$ cat config.mk
export PLATFORM = sky130hd
export DESIGN_NAME = bus_rr_arbiter
export DESIGN_NICKNAME = d
export VERILOG_FILES = /design/src/rtl/bus_rr_arbiter_pkg.sv /design/src/rtl/bus_rr_arbiter_rr_pick.sv /design/src/rtl/bus_rr_arbiter.sv
export SDC_FILE = /design/constraint.sdc
export NUM_CORES = 1
export LEC_CHECK = 0
export ABC_AREA = 1
export CORE_ASPECT_RATIO = 2
export CORE_MARGIN = 4
export CORE_UTILIZATION = 45
export CTS_BUF_LIST = sky130_fd_sc_hd__clkbuf_4
export CTS_CLUSTER_DIAMETER = 50
export DETAILED_ROUTE_END_ITERATION = 12
export PLACE_DENSITY = 0.88
export SYNTH_ARGS = -nofsm -noshare
export SYNTH_HDL_FRONTEND = slang
export SYNTH_HIERARCHICAL = 1
export SYNTH_SLANG_ARGS = --single-unit
$ cat constraint.sdc
create_clock -name clk -period 3.68 [get_ports clk]
set_clock_uncertainty 0.15 [all_clocks]
set_input_delay 0.736 -clock clk [delete_from_list [all_inputs] [get_ports clk]]
set_output_delay 0.736 -clock clk [all_outputs]
set_load 0.005 [all_outputs]
$ cat src/rtl/bus_rr_arbiter_pkg.sv
// Shared types and constants for the round-robin bus arbiter.
// Holds the FSM state encoding and the beat-counter limits.
package bus_rr_arbiter_pkg;

  typedef enum logic {
    IDLE  = 1'b0,
    BURST = 1'b1
  } state_e;

  localparam int CNT_W = 8;
  localparam logic [CNT_W-1:0] CNT_MAX = '1;

endpackage

$ cat src/rtl/bus_rr_arbiter_rr_pick.sv
// Combinational round-robin search over a request vector.
// The search starts one past last_i and wraps modulo N_REQ.
module rr_pick
  import bus_rr_arbiter_pkg::*;
#(
  parameter int N_REQ = 4,
  parameter int IDX_W = $clog2(N_REQ)
) (
  input  logic [N_REQ-1:0] req_i,
  input  logic [IDX_W-1:0] last_i,
  output logic [N_REQ-1:0] pick_o,
  output logic             valid_o
);

  always_comb begin
    logic [IDX_W-1:0] idx;
    pick_o  = '0;
    valid_o = 1'b0;
    idx     = '0;
    for (int off = 1; off <= N_REQ; off++) begin
      idx = IDX_W'((int'(last_i) + off) % N_REQ);
      if (!valid_o && req_i[idx]) begin
        pick_o[idx] = 1'b1;
        valid_o     = 1'b1;
      end
    end
  end

endmodule

$ cat src/rtl/bus_rr_arbiter.sv
// Packet-granular round-robin arbiter for a shared valid/ready bus.
// An owner holds the bus until a transferred beat carries last.
module bus_rr_arbiter
  import bus_rr_arbiter_pkg::*;
#(
  parameter int N_REQ  = 4,
  parameter int DATA_W = 8
) (
  input  logic                    clk,
  input  logic                    rst,
  input  logic [N_REQ-1:0]        s_valid_i,
  input  logic [N_REQ*DATA_W-1:0] s_data_i,
  input  logic [N_REQ-1:0]        s_last_i,
  output logic [N_REQ-1:0]        s_ready_o,
  output logic                    m_valid_o,
  output logic [DATA_W-1:0]       m_data_o,
  output logic                    m_last_o,
  input  logic                    m_ready_i,
  output logic [N_REQ-1:0]        grant_o,
  output logic [CNT_W-1:0]        beat_cnt_o
);

  localparam int IDX_W = $clog2(N_REQ);

  state_e           state_q, state_d;
  logic [N_REQ-1:0] grant_q, grant_d;
  logic [IDX_W-1:0] last_q, last_d;
  logic [CNT_W-1:0] cnt_q, cnt_d;
  logic [IDX_W-1:0] own_idx;
  logic [N_REQ-1:0] pick;
  logic             pick_vld;
  logic             xfer;

  rr_pick #(
    .N_REQ (N_REQ),
    .IDX_W (IDX_W)
  ) u_pick (
    .req_i   (s_valid_i),
    .last_i  (last_q),
    .pick_o  (pick),
    .valid_o (pick_vld)
  );

  // grant_q is zero in IDLE, so the bus reads back all zeros there
  always_comb begin
    m_valid_o = 1'b0;
    m_last_o  = 1'b0;
    m_data_o  = '0;
    own_idx   = '0;
    for (int k = 0; k < N_REQ; k++) begin
      if (grant_q[k]) begin
        m_valid_o = s_valid_i[k];
        m_last_o  = s_last_i[k];
        m_data_o  = s_data_i[k*DATA_W +: DATA_W];
        own_idx   = IDX_W'(k);
      end
    end
  end

  assign s_ready_o  = grant_q & {N_REQ{m_ready_i}};
  assign xfer       = m_valid_o & m_ready_i;
  assign grant_o    = grant_q;
  assign beat_cnt_o = cnt_q;

  always_comb begin
    state_d = state_q;
    grant_d = grant_q;
    last_d  = last_q;
    cnt_d   = cnt_q;
    unique case (1'b1)
      (state_q == IDLE): begin
        if (pick_vld) begin
          state_d = BURST;
          grant_d = pick;
          cnt_d   = '0;
        end
      end
      (state_q == BURST): begin
        if (xfer && m_last_o) begin
          state_d = IDLE;
          grant_d = '0;
          last_d  = own_idx;
          cnt_d   = '0;
        end else if (xfer && cnt_q != CNT_MAX) begin
          cnt_d = cnt_q + CNT_W'(1);
        end
      end
    endcase
  end

  // last_q resets to the top index so requester 0 searches first
  always_ff @(posedge clk or posedge rst) begin
    if (rst) begin
      state_q <= IDLE;
      grant_q <= '0;
      last_q  <= IDX_W'(N_REQ - 1);
      cnt_q   <= '0;
    end else begin
      state_q <= state_d;
      grant_q <= grant_d;
      last_q  <= last_d;
      cnt_q   <= cnt_d;
    end
  end

endmodule

==> results.tsv <==
stage	metric	value	unit
synth	Post-Synthesis Cells	273	
layout	Area growth syn-to-layout	43.4	%
sta	Final Critical Period	3.12	ns
status	status	finished, final reports clean	
sta	Hold Vio Cnt, Final	0	
clocking	CTS buffer count	3	
hold_path	number of cells on the worst hold path	2	
clocking	CTS tree	yes	
sta	Worst Tran Pin Value	0.654	ns
synth	adder-cell share of the synthesized area	0.0652	
sta	RSZ-0062 raised after global routing	false	
run	number of max-cap violations	0	
drt	Detail Route Antenna Nets	0	
global_route	first-pass GRT wire length	8770	um
setup_path	WS Path Type	register to primary output	
layout	layout cells sized above 1	0.117	
drt	vias	1994	
clocking	Worst-Skew Late Latency	0.30	ns
placed_design	I/O Buffers	68	
placed_design	RePlAce Congestion	0.847	
synth	Netlist cell types	28	
sta	Max Transition Viols Final	0	
synth	multiplexer area fraction after synthesis	0	
placed_design	placed instance count	387	
floorplanning	Die Ht	95.6	um
clocking	hold-fix buffers at CTS	0	
drt	wire per inst	13.5	um
setup_path	flop2flop setup slack	0.75	ns
floorplanning	I/O pins	69	
layout	NumNets Final	395	
sta	period utilization	0.849	
synth	Seq cells post-synth	15	
global_route	Total GRT Usage	0.232	
floorplanning	Die X	51.8	um
drt	final WL	5270	um
synth	Synth Area in XOR/XNOR	0.0152	
global_route	pin count of the biggest net entering global routing	16	
sta	Max Fclk	320	MHz
hold_path	worst hold endpoint	beat_cnt_o[1]$_DFFE_PP0P_	
layout	Finished Layout Cells	391	
placed_design	placed instance area	2450	um^2
clocking	Post CTS Setup Buffer Count	0	
synth	largest family of logic cells by synthesized area	simple AND/OR/NAND/NOR gates	
hold_path	Hold Startpoint	beat_cnt_o[1]$_DFFE_PP0P_	
floorplanning	DIE AREA	4960	um^2
setup_path	reg-to-reg startpoint	last_q[0]$_DFFE_PP1P_	
setup_path	Arr. time, crit path	2.24	ns
synth	netlist area before placement	1730	um^2
setup_path	worst-path maximum fanout	14	
global_route	overflow left after global routing	0	
clocking	CTS Buffer Depth	2	
pwr	Tot Pwr	1.34	mW
synth	area fraction of the dominant cell type after synthesis	0.217	
synth	Area contributors post-synth	nand2_1 22%, dfrtp_1 19%, nand3_1 9.8%	
placed_design	HPWL after DPL	4240	um
setup_path	critical path capture point type	primary output	
global_route	initial antenna violation count	0	
layout	Final Cell Area	2480	um^2
hold_path	Hold Path Class	register to register	
sta	final setup margin	0.555	ns
pwr	PD cells	541	nW/um^2
drt	DRC Markers	0	
setup_path	startpoint types	register	
clocking	clock sinks	15	
synth	Synth Area in Compound Gates	0.0297	
synth	sequential element share of the synthesized area	0.219	
clocking	CTS resizes	0	
layout	most common cell after layout, fill and taps aside	nand2_1	
clocking	Max H-tree Level	1	
setup_path	RR Endpoint	beat_cnt_o[4]$_DFFE_PP0P_	
synth	Synth Area in Simple Gates	0.573	
pwr	LEAKAGE	1.21	nW
pwr	VDD IR max	0.464	mV
floorplanning	Initial Utilization	0.474	
layout	antenna cells	0	
sta	Rel. slew slack	0.564	
floorplanning	row count	31	
drt	number of DRC markers in iteration 0	60	
sta	final setup TNS	0	ns
setup_path	Worst Setup SP	grant_o[3]$_DFFE_PP0P_	
floorplanning	core region area	3650	um^2
layout	final core utilization	0.679	
placed_design	post-place setup slack	0.633	ns
drt	vias per inst	5.10	
global_route	vias in the first global route	1929	
setup_path	r2r worst-path depth	12	
layout	most frequent cells in the layout	100 x nand2_1, 68 x clkdlybuf4s50_1, 35 x inv_1	
synth	Avg Inst Size Synth	6.33	um^2
clocking	clk root buf	clkbuf_4	
synth	syn nets	325	
drt	drt pass-1 iters	4	
sta	hold slack	0.392	ns
synth	Synth area leader	nand2_1	
sta	Final Setup Violations	0	
setup_path	Worst EP required	2.79	ns
synth	Synth Warn #	6	
clocking	Worst-path clk slew	0.10	ns
worst max path at each step:
stage	slack [ns]	endpoint	cells past startpoint
4_1_cts	0.57	m_data_o[4]	6
2_1_floorplan	1.02	beat_cnt_o[4]$_DFFE_PP0P_	14
5_1_grt	0.41	m_data_o[4]	6
3_5_place_dp	0.63	m_valid_o	6
6_report	0.56	m_data_o[4]	6
3_3_place_gp	0.65	m_valid_o	6
flip-flops by register name, indices dropped and copies added (netlist names):
| register | cells |
|---|---|
| last_q | 2 |
| grant_o | 4 |
| state_q | 1 |
| beat_cnt_o | 8 |
power breakdown:
part / internal, mW / switching, mW / total (mW)
Combinational: 0.413 / 0.534 / 0.947
Clock: 0.0406 / 0.0608 / 0.101
Sequential: 0.207 / 0.0850 / 0.292
cell families after synthesis:
logic type | count (synthesis)
flip-flops | 15
AO/OA/AOI/OAI | 8
adder cells (fa/ha/maj) | 9
XOR/XNOR | 3
buffers and inverters | 43
AND/OR/NAND/NOR | 195
area by class of cell:
| class | instances | area (um^2) |
|---|---|---|
| Clock buffer | 3 | 22.5 |
| Clock inverter | 1 | 5.00 |
| Fill cell | 331 | 1170 |
| Inverter | 40 | 150 |
| Multi-Input combinational cell | 215 | 1180 |
| Sequential cell | 15 | 378 |
| Tap cell | 49 | 61.3 |
| Timing Repair Buffer | 68 | 681 |
cells in the mapped netlist:
cell / count
or2_2: 1
ha_1: 9
inv_2: 4
clkinv_1: 1
nor2_8: 2
nor2_2: 5
buf_6: 1
o21ai_0: 2
a21oi_2: 1
o21ai_1: 2
nand2_1: 100
nand2_2: 8
clkbuf_1: 1
nor2_4: 3
buf_2: 1
nand3_4: 3
nand3_2: 5
a22oi_1: 2
nand2_4: 2
xor2_1: 3
inv_1: 35
nor2_1: 17
or2_1: 1
o21a_1: 1
nand3_1: 34
dfstp_2: 2
nand4_1: 14
dfrtp_1: 13
worst max-delay path: stages, from the launching register on:
cell	delay, ns
dfrtp_1	0.64
nor2_2	0.32
nand2_1	0.08
inv_1	0.21
nand2_1	0.08
nand4_1	0.08
clkdlybuf4s50_1	0.52
metal layers:
metal / up-vias / wire length, um / track usage
li1: 1005 / - / -
met1: 898 / 1820 / 0.237
met2: 71 / 2990 / 0.443
met3: 20 / 235 / 0.0313
met4: 0 / 223 / 0.112
met5: - / 0 / 0
Note: power is estimated with default switching activity, not from simulation.
==> RTL edit (same settings) <==
`N_REQ` is set to 4 in 2 places; all go to 8.
--- a/src/rtl/bus_rr_arbiter_rr_pick.sv
+++ b/src/rtl/bus_rr_arbiter_rr_pick.sv
@@ -5,3 +5,3 @@
 #(
-  parameter int N_REQ = 4,
+  parameter int N_REQ = 8,
   parameter int IDX_W = $clog2(N_REQ)
--- a/src/rtl/bus_rr_arbiter.sv
+++ b/src/rtl/bus_rr_arbiter.sv
@@ -5,3 +5,3 @@
 #(
-  parameter int N_REQ  = 4,
+  parameter int N_REQ  = 8,
   parameter int DATA_W = 8
Interface: changed (5 resized); port bits go from 69 to 117. No check against the original RTL was run, so the function may have changed too.
==> RTL edit against the unedited design <==
Global-route usage up 7.2 points; first-iteration DRC count rose to 4.9 times the old value; setup slack worse by 300 ps; power rose to 2.8 times the old value; combinational power rose to 3.5 times the old value; count of clock-buffer cells in the layout unchanged; design area up 80%; sequential cell count up 5; wire length up 140%; clock power up 8%; fmax down 8.7%; via count up 120%; area after synthesis up 83%; critical endpoint is now m_data_o[1]; largest power group unchanged.
==> RTL edit: results (changes against the unedited design) <==
----------------------------------------------------
[Status]
  Outcome ... complete, no violations (unchanged)

[Yosys]
  Area share of xor/xnor cells in the synthesized design ... 0.0111 (was 0.0152)
  Dominant cells by area after synthesis ... sky130_fd_sc_hd__nand2_1 (16%), sky130_fd_sc_hd__dfrtp_1 (13%), sky130_fd_sc_hd__nand3_1 (13%) (was sky130_fd_sc_hd__nand2_1 (22%), sky130_fd_sc_hd__dfrtp_1 (19%), sky130_fd_sc_hd__nand3_1 (9.8%))
  Net count after synthesis ... 633 (was 325)
  Most instantiated cells after synthesis ... sky130_fd_sc_hd__nand2_1 (136), sky130_fd_sc_hd__nand3_1 (85), sky130_fd_sc_hd__nor2_1 (64), sky130_fd_sc_hd__inv_1 (40), sky130_fd_sc_hd__nand4_1 (27) (was sky130_fd_sc_hd__nand2_1 (100), sky130_fd_sc_hd__inv_1 (35), sky130_fd_sc_hd__nand3_1 (34), sky130_fd_sc_hd__nor2_1 (17), sky130_fd_sc_hd__nand4_1 (14))
  Fraction of the mapped netlist area in adder cells ... 0.0277 (was 0.0652)
  Fraction of the yosys area taken by sequential cells ... 0.159 (was 0.219)
  Share of the synthesized area in compound gates (AO/OA/AOI/OAI) ... 0.117 (was 0.0297)
  Number of distinct library cell variants in the gate-level netlist after synthesis ... 38 (was 28)

[Final layout]
  Antenna diode instance count ... 0 (unchanged)
  Final Net Count ... 747 (was 395)

[Clock network]
  Worst-path clk slew ... 120 ps (was 100 ps)
  # H-tree levels ... 1 (unchanged)

[Setup path]
  Worst path top cell family by delay ... buffers and inverters (unchanged)
  FF-to-FF setup slack ... 320 ps (was 750 ps)
  Arrival time of the worst setup path ... 2540 ps (was 2240 ps)
  CP max FO ... 12 (was 14)
  Worst path max stage delay ... 530 ps (was 640 ps)
  Critical-path cell with the highest stage delay ... sky130_fd_sc_hd__clkdlybuf4s50_1 (was sky130_fd_sc_hd__dfrtp_1)

[Route]
  Count of vias placed by the detailed router ... 4,406 (was 1,994)
  Average detailed-routed wire length per instance ... 17.1 um (was 13.5 um)
  Number of search-and-repair iterations in the first detailed-routing pass ... 5 (was 4)
  Initial DRC Count ... 296 (was 60)

[GRT]
  First-pass GRT wire length ... 20,400 um (was 8770 um)
  Overall track demand over capacity in global routing ... 0.304 (was 0.232)
  Largest net degree at the start of global routing ... 23 (was 16)
  Vias in the first global route ... 4,550 (was 1,929)

[Pwr]
  Worst vdd rail ir drop ... 0.574 mV (was 0.464 mV)
  Cell leakage power ... 2.07 nW (was 1.21 nW)

[Min path]
  Beginning of the worst hold path ... last_q[2] (was beat_cnt_o[1])

[Placement]
  Post-DP HPWL ... 10,300 um (was 4240 um)
  Final GP Congestion ... 0.942 (was 0.847)
  IO buf count ... 116 (was 68)

[Timing]
  Tightest Pin Transition ... 779 ps (was 654 ps)

----------------------------------------------------
[RTL edit: cell count changes after synthesis, moves of 7 or more]
cell / change
sky130_fd_sc_hd__nor3_1: +18
sky130_fd_sc_hd__o21ai_2: +7
sky130_fd_sc_hd__o21ai_1: +12
sky130_fd_sc_hd__nand4_1: +13
sky130_fd_sc_hd__clkbuf_1: +11
sky130_fd_sc_hd__nand2_1: +36
sky130_fd_sc_hd__nand3_1: +51
sky130_fd_sc_hd__nor2_1: +47
sky130_fd_sc_hd__inv_2: +14
sky130_fd_sc_hd__a21oi_1: +18
[RTL edit: layer usage]
layer / track usage / vias to the layer above / part of all wire
met5: 0 / - / 0
met4: 0.183 / 0 / 0.059
met3: 0.0328 / 61 / 0.060
met2: 0.585 / 249 / 0.55
met1: 0.287 / 2042 / 0.33
li1: - / 2054 / -
[RTL edit: path summary, 6_finish.rpt]
kind | to | depth (start not counted)
min reg2reg | last_q[2] | 2
min | last_q[2] | 2
max reg2reg | beat_cnt_o[4] | 17
max | m_data_o[1] | 7
min in group asynchronous | beat_cnt_o[1] | 2
max in group asynchronous | grant_o[7] | 2
[RTL edit: cell type report]
type                    count  area, sq um
fillers                   702         2430
multi-input cells         440         2300
repair buffers            133         1290
flip-flops and latches     20          504
inverters                  59          226
well taps                  90          113
clock buffers               3         22.5
clock inverters             1         3.75
[RTL edit: kinds of logic (layout without fill, tap and decap cells)]
group	Yosys count	count (layout)
AOI/OAI and AO/OA	60	60
xor gates and xnor gates	4	4
adders and majority gates	7	7
buffers and inverters	83	196
DFF	20	20
and+or+nand+nor	369	369
[RTL edit: power breakdown]
part	total (mW)	switching, mW	internal (mW)
sequential	0.381	0.0884	0.293
clock	0.109	0.0699	0.0395
combinational	3.29	2.02	1.26
total	3.78	2.18	1.60
[RTL edit: worst reg2reg max path: cells and delay by family (launching register included)]
family	cells	cell delay [ps]
AND/OR/NAND/NOR	14	1580
adder cells (fa/ha/maj)	1	690
flip-flops	1	560
buffers and inverters	2	310
[RTL edit: per-stage QoR]
step	setup slack (ps)	cell area [sq um]	std cells	utilization	hold slack, ps
2_1_floorplan	440	3160	543	-	341
3_3_place_gp	318	4430	742	0.643	423
3_5_place_dp	289	4430	742	0.643	425
4_1_cts	222	4460	746	0.647	452
5_1_grt	45.0	4460	746	0.647	458
6_report	256	4460	746	0.647	452
